## src/rtl/timer_counter_pkg.sv

```systemverilog
// Shared constants for the memory-mapped countdown timers:
// register offsets, CTRL bit positions, mode codes and FSM states.
package timer_counter_pkg;

    localparam logic [31:0] TIMER0_BASE = 32'h0000_7f00;
    localparam logic [31:0] TIMER1_BASE = 32'h0000_7f10;

    localparam logic [1:0] REG_CTRL   = 2'b00;
    localparam logic [1:0] REG_PRESET = 2'b01;
    localparam logic [1:0] REG_COUNT  = 2'b10;

    localparam int CTRL_EN     = 0;
    localparam int CTRL_MODE_L = 1;
    localparam int CTRL_MODE_H = 2;
    localparam int CTRL_IM     = 3;

    localparam logic [1:0] MODE_ONESHOT = 2'b00;
    localparam logic [1:0] MODE_AUTO    = 2'b01;

    typedef enum logic [1:0] {
        ST_IDLE = 2'b00,
        ST_LOAD = 2'b01,
        ST_CNT  = 2'b10,
        ST_INT  = 2'b11
    } state_e;

endpackage

```

## src/rtl/timer_counter.sv

```systemverilog
// Countdown timer slave on the data-memory path: CTRL/PRESET/COUNT
// registers, zero-latency read port and a level IRQ to CP0.
module timer_counter
    import timer_counter_pkg::*;
#(
    parameter logic [31:0] BASE_ADDR = TIMER0_BASE
) (
    input  logic        clk,
    input  logic        reset,
    input  logic [31:0] Addr,
    input  logic        WE,
    input  logic [31:0] WD,
    output logic [31:0] RD,
    output logic        IRQ
);

    logic [3:0]  ctrl_q,   ctrl_d;
    logic [31:0] preset_q, preset_d;
    logic [31:0] count_q,  count_d;
    logic        irq_q,    irq_d;
    state_e      state_q,  state_d;

    logic       hit;
    logic [1:0] sel;
    logic       wr_ctrl;
    logic       wr_preset;
    logic       en_next;
    logic       irq_set;

    assign hit       = (Addr[31:4] == BASE_ADDR[31:4]);
    assign sel       = Addr[3:2];
    assign wr_ctrl   = WE && hit && (sel == REG_CTRL);
    assign wr_preset = WE && hit && (sel == REG_PRESET);

    // IDLE looks through a same-cycle CTRL store so an enable starts loading at once
    assign en_next = wr_ctrl ? WD[CTRL_EN] : ctrl_q[CTRL_EN];

    always_comb begin
        ctrl_d   = ctrl_q;
        preset_d = preset_q;
        count_d  = count_q;
        irq_d    = irq_q;
        state_d  = state_q;
        irq_set  = 1'b0;

        unique case (state_q)
            ST_IDLE: begin
                if (en_next) state_d = ST_LOAD;
            end
            ST_LOAD: begin
                count_d = preset_q;
                state_d = ST_CNT;
            end
            ST_CNT: begin
                if (!ctrl_q[CTRL_EN]) begin
                    state_d = ST_IDLE;
                end else if (count_q > 32'd1) begin
                    count_d = count_q - 32'd1;
                end else begin
                    count_d = 32'd0;
                    irq_set = 1'b1;
                    irq_d   = 1'b1;
                    state_d = ST_INT;
                end
            end
            ST_INT: begin
                if (ctrl_q[CTRL_MODE_H:CTRL_MODE_L] == MODE_AUTO) begin
                    irq_d = 1'b0;
                end else begin
                    ctrl_d[CTRL_EN] = 1'b0;
                end
                state_d = ST_IDLE;
            end
        endcase

        // Stores override the FSM, except that a fresh interrupt is never acked away
        if (wr_ctrl) begin
            ctrl_d = WD[3:0];
            if (!irq_set) irq_d = 1'b0;
        end
        if (wr_preset) preset_d = WD;
    end

    always_ff @(posedge clk or posedge reset) begin
        if (reset) begin
            ctrl_q   <= 4'd0;
            preset_q <= 32'd0;
            count_q  <= 32'd0;
            irq_q    <= 1'b0;
            state_q  <= ST_IDLE;
        end else begin
            ctrl_q   <= ctrl_d;
            preset_q <= preset_d;
            count_q  <= count_d;
            irq_q    <= irq_d;
            state_q  <= state_d;
        end
    end

    always_comb begin
        RD = 32'd0;
        if (hit) begin
            unique case (sel)
                REG_CTRL:   RD = {28'd0, ctrl_q};
                REG_PRESET: RD = preset_q;
                REG_COUNT:  RD = count_q;
                default:    RD = 32'd0;
            endcase
        end
    end

    assign IRQ = irq_q & ctrl_q[CTRL_IM];

endmodule

```

## config.mk

```make
export PLATFORM = sky130hd
export DESIGN_NAME = timer_counter
export DESIGN_NICKNAME = d
export VERILOG_FILES = /design/src/rtl/timer_counter_pkg.sv /design/src/rtl/timer_counter.sv
export SDC_FILE = /design/constraint.sdc
export NUM_CORES = 1
export LEC_CHECK = 0
export CORE_MARGIN = 10
export CORE_UTILIZATION = 44
export CTS_CLUSTER_SIZE = 30
export DETAILED_ROUTE_END_ITERATION = 10
export PLACE_DENSITY = 0.77
export SETUP_SLACK_MARGIN = 0.1
export SKIP_LAST_GASP = 1
export SYNTH_ARGS = -nofsm -noshare
export SYNTH_HDL_FRONTEND = slang
export SYNTH_SLANG_ARGS = --single-unit
```

## constraint.sdc

```tcl
create_clock -name clk -period 2.2 [get_ports clk]
set_input_delay 0.22 -clock clk [delete_from_list [all_inputs] [get_ports clk]]
set_output_delay 0.22 -clock clk [all_outputs]
set_load 0.01 [all_outputs]
```

### Word-level counts from Yosys, hierarchy flattened

Index checks and enable logic that the tools add are counted.

| operators by class | value |
|---|---|
| magnitude comparators | 1 |
| add/sub/neg operators | 1 |
| equal/unequal tests | 11 |
| mux-type cells | 22 |
| reductions and logical operators | 10 |
| multiply operators | 0 |
| bitwise gates (word level) | 1 |
| div/mod/pow operators | 0 |
| shifts and indexed selects | 0 |

Operators by type and width:

| cell | number |
|---|---|
| 32-bit 2-to-1 mux | 3 |
| 32-bit one-hot mux with 3 select lines | 1 |
| 32-bit one-hot mux with 2 select lines | 1 |
| 32-bit by 1-bit > comparator with 1-bit output (second input constant) | 1 |
| 32-bit by 1-bit subtractor with 32-bit output (second input constant) | 1 |
| 28-bit by 11-bit equality test with 1-bit output (second input constant) | 1 |
| 1-bit 2-to-1 mux | 12 |
| 2-bit one-hot mux with 4 select lines | 1 |
| 2-bit by 1-bit equality test with 1-bit output (second input constant) | 3 |
| 2-bit equality test (second input constant) | 3 |
| 2-bit 2-to-1 mux | 3 |
| 2-bit != test (second input constant) | 3 |
| 2-bit AND reduction | 3 |
| 2-bit logical NOT | 2 |
| 2-bit nonzero test | 2 |
| 1-bit logical AND | 3 |
| 3-bit != test (second input constant) | 1 |
| 1-bit one-hot mux with 2 select lines | 1 |
| 1-bit AND | 1 |

| storage, ports and cells | value |
|---|---|
| ROM bits | 0 |
| latch bits | 0 |
| register bits | 71 |
| word-level logic and storage cells | 52 |
| output and inout bits | 33 |
| memory bits (writable) | 0 |
| bits of input ports | 67 |
| memories | 0 |

### Logic depth before layout (Yosys ltp)

| depth | value |
|---|---|
| depth in word-level cells | 6 |
| depth in mapped cells | 8 |
| mapped depth without buffers | 7 |

### Least setup slack after synthesis

Ideal clock, no wire load.

| path | value |
|---|---|
| path kind | register -> register |
| start point | register count_q[0] |
| end point | register count_q[26] |
| clock period less this slack | 2.323 ns |
| cell stages (with the launch flop) | 8 |
| path buffers | 0 |
| data required time | 2.076 ns |
| arrival | 2.199 ns |
| setup slack | -0.123 ns |
| library setup time | 0.124 ns |
| cell sequence | dfrtp_1 > inv_1 > ha_1 > nor3b_2 > nand4_2 > or4b_1 > a31o_1 > a211o_1 |

| on the way | value |
|---|---|
| word-level cells in the longest chain between the ends | 4 |
| elaborated cells on any way between the ends | 5 |
| classes of those cells | add/sub (1); order compare (1); mux (3) |

RTL lines:

| item | RTL line | RTL |
|---|---|---|
| start: declaration | timer_counter.sv:19 | `logic [31:0] count_q, count_d;` |
| start signal: assignment | timer_counter.sv:94 | `count_q <= count_d;` |
| 32-bit by 1-bit subtractor with 32-bit output or 32-bit by 1-bit > comparator with 1-bit output (tied branches) | timer_counter.sv:58, timer_counter.sv:57 |  |
| 32-bit 2-to-1 mux * | timer_counter.sv:57 | `end else if (count_q > 32'd1) begin` |
| 32-bit 2-to-1 mux * | timer_counter.sv:55 | `if (!ctrl_q[CTRL_EN]) begin` |
| 32-bit one-hot mux with 2 select lines * | timer_counter.sv:46 | `unique case (state_q)` |

Every way passes the cells marked *; elsewhere a longest branch is shown, timed or not. The select of a mux whose other input is x is not followed.
A chain may end at the register's enable or synchronous reset.

### Worst setup path after layout

| path | value |
|---|---|
| start point | register count_q[1] |
| end point | register count_q[10] |

The elaborated chain is that of the path after synthesis.

==> results.json <==
{
  "p_total_w": 0.00259,
  "relSlewSlack": 0.627,
  "drtIter0Drc": 305,
  "slew_violations": 0,
  "synthTopCellsByArea": "dfrtp_1 (43%), mux2_2 (8.7%), a22oi_1 (6.7%), nor2_1 (4.5%), a221o_1 (2.2%)",
  "ir_drop_v": 0.000257,
  "synth_area_per_cell_um2": 9.86,
  "rows": 35,
  "fin_hold_ws_ns": 0.238,
  "synth_edf_count": 0,
  "drive_above_1_share": 0.360,
  "hp-class": "in -> async",
  "via_per_inst": 6.07,
  "power_density_mw_per_mm2": 413,
  "timing.setup.tns_ns": -0.485,
  "clkSinkCount": 71,
  "final_cells": 718,
  "finClkSkew_ns": 0.0123,
  "firstDrtPassIters": 5,
  "die_w_um": 117,
  "netlist_top_cells_count": "dfrtp_1 (71), nor2_1 (50), a22oi_1 (37), mux2_2 (32), nand2_1 (23)",
  "hpwl_um": 9600,
  "p_seq_frac": 0.504,
  "die_h_um": 117,
  "grt_usage": 0.197,
  "synth_top_cell_area_share": 0.427,
  "final_nets": 654,
  "sw_frac_of_total": 0.237,
  "p_comb_frac": 0.077,
  "placed_cells": 684,
  "routed_wl_um": 14800,
  "core-area_mm2": 0.00924,
  "arrival_ns": 2.55,
  "num_vias": 4355,
  "finalHoldViolations": 0,
  "cts_tree": "built",
  "start_util": 0.450,
  "antenna_found_initial": 0,
  "io_pins": 100,
  "avgRoutedWirePerCell_um": 20.6,
  "numCtsBuffers": 9,
  "rsz0062_at_grt": "true",
  "seq_area_frac_synth": 0.427,
  "synth_ff_type": "dfrtp_1",
  "clock.fmax_ghz": 0.431,
  "p_int_w": 0.00197,
  "clkLatencyLatePin_ns": 0.35,
  "antenna_left": 0,
  "finalCritPeriodShare": 1.05,
  "layout_min_cycle_time_ns": 2.32,
  "grt-ovfl-total": 0,
  "path_max_fanout": 7,
  "path_clk_slew_ns": 0.08,
  "grt_pass1_vias": 4428,
  "yosysUniqueCellTypes": 61,
  "worstPathRequired_ns": 2.43,
  "htree_levels": 3,
  "grt_max_degree": 34,
  "leakagePower_nw": 3.06,
  "yosysTopAreaCell": "dfrtp_1",
  "clockRootBuffer": "clkbuf_8",
  "gp_routability_congestion": 0.877,
  "cts_hold_buf": 0,
  "worst_pin_slew_ns": 0.558,
  "switchingPower_w": 0.000614,
  "syn_inst": 422,
  "startpoint_type": "flop",
  "synth_area_mm2": 0.00416,
  "fin_ws_ns": -0.120,
  "synth.most_common_cell": "dfrtp_1",
  "ys_warn_count": 0,
  "antenna_cells": 0,
  "outcome": "finished, violations left",
  "cap_violations": 0,
  "critical_path.endpoint_type": "flop",
  "portBuffers": 97,
  "failed_checks": "negative setup slack",
  "syn_to_final_growth_pct": 50.6,
  "clockPowerShare": 0.419,
  "grt_pass1_wl_um": 21800,
  "ys_async_sr_fraction": 1.00,
  "setup_viol": 10,
  "critPathKind": "reg -> reg",
  "synth-seq-cells": 71,
  "cts_buffer_depth": 2,
  "synth_nets": 491,
  "route.detailed.drc": 0,
  "dieArea_mm2": 0.0137
}
layout by cell type (no fill, tap or decap), types with 4 or more instances in the layout:
cell type        count
dfrtp_1             71
buf_4               66
clkdlybuf4s50_1     48
nor2_1              44
a22oi_1             37
mux2_2              32
buf_2               29
nand2_1             22
nand3_1             18
dlymetal6s2s_1      17
nor4_1              10
clkbuf_8            10
buf_6               10
a221o_1              9
a21oi_1              8
or3_1                7
o21ai_0              6
o211ai_1             6
or4_1                6
nor3_1               5
nand4_1              5
o21ai_1              5
o311ai_0             5
mux2i_1              5
buf_12               5
nor4_2               4
nor2_2               4
o21ai_2              4
routing by layer:
metal | wire (µm) | global-route usage | up-vias
met5 | 0 | 0 | -
met4 | 318 | 0.0519 | 0
met3 | 1310 | 0.0540 | 31
met2 | 7220 | 0.340 | 194
met1 | 5970 | 0.237 | 2161
li1 | - | - | 1969
flip-flops by register name, indices dropped and copies added (netlist names):
signal,flops
ctrl_q,4
preset_q,32
state_q,2
irq_q,1
count_q,32
final timing paths:
path                       cells past startpoint  slack (ns)            to          from
max                                           10       -0.12   count_q[10]    count_q[1]
min                                            2        0.24   count_q[27]         reset
max reg2reg                                   10       -0.12   count_q[10]    count_q[1]
min reg2reg                                    1        0.53  preset_q[16]  preset_q[16]
max in group asynchronous                      3        1.31   preset_q[5]         reset
min in group clk                               2        0.46  preset_q[16]        WD[16]
cells by family after synthesis:
family                   count (synthesis)  synth area share
AND/OR/NAND/NOR                        167             0.226
AO/OA/AOI/OAI                          107             0.195
flip-flops                              71             0.427
multiplexers                            40             0.107
buffers and inverters                   35            0.0385
adder cells (fa/ha/maj)                  2           0.00602
power by group through the flow:
stage / combinational [W] / clock, W / sequential (W)
floorplan: 0.0000441 / 0 / 0.00133
global placement: 0.000191 / 0 / 0.00133
detailed placement: 0.000195 / 0 / 0.00133
CTS: 0.000198 / 0.00108 / 0.00130
global route: 0.000213 / 0.00114 / 0.00130
finish: 0.000199 / 0.00109 / 0.00130
critical path, cell delays in order (launching register included):
cell and delay (ns):
dfrtp_1 0.41, inv_2 0.09, buf_6 0.11, ha_4 0.14, nor2_4 0.04, or3_4 0.38, o31ai_4 0.29, buf_6 0.16
buf_12 0.12, o21ai_0 0.11, a221o_1 0.34
layout make-up:
type | count | area, µm²
Fill cell | 735 | 2980
Multi-Input combinational cell | 316 | 2440
Sequential cell | 71 | 1780
Timing Repair Buffer | 182 | 1670
Tap cell | 129 | 161
Clock buffer | 10 | 138
Clock inverter | 5 | 58.8
Inverter | 5 | 18.8
through the flow:
step,setup slack [ns],utilization,cell area (µm²)
3_3_place_gp,-0.416,0.620,5730
3_5_place_dp,-0.428,0.620,5730
4_1_cts,0.0107,0.661,6100
2_1_floorplan,-0.0727,-,4170
5_1_grt,-0.157,0.678,6260
6_report,-0.120,0.678,6260
timing repair:
item / CTS / global route
setup buffers: 8 / 7
cloned: 0 / 5
resized for setup: 115 / 84
setup endpoints to repair: 84 / 92
pin swaps: 16 / 34
Note: power is estimated with default switching activity, not from simulation.
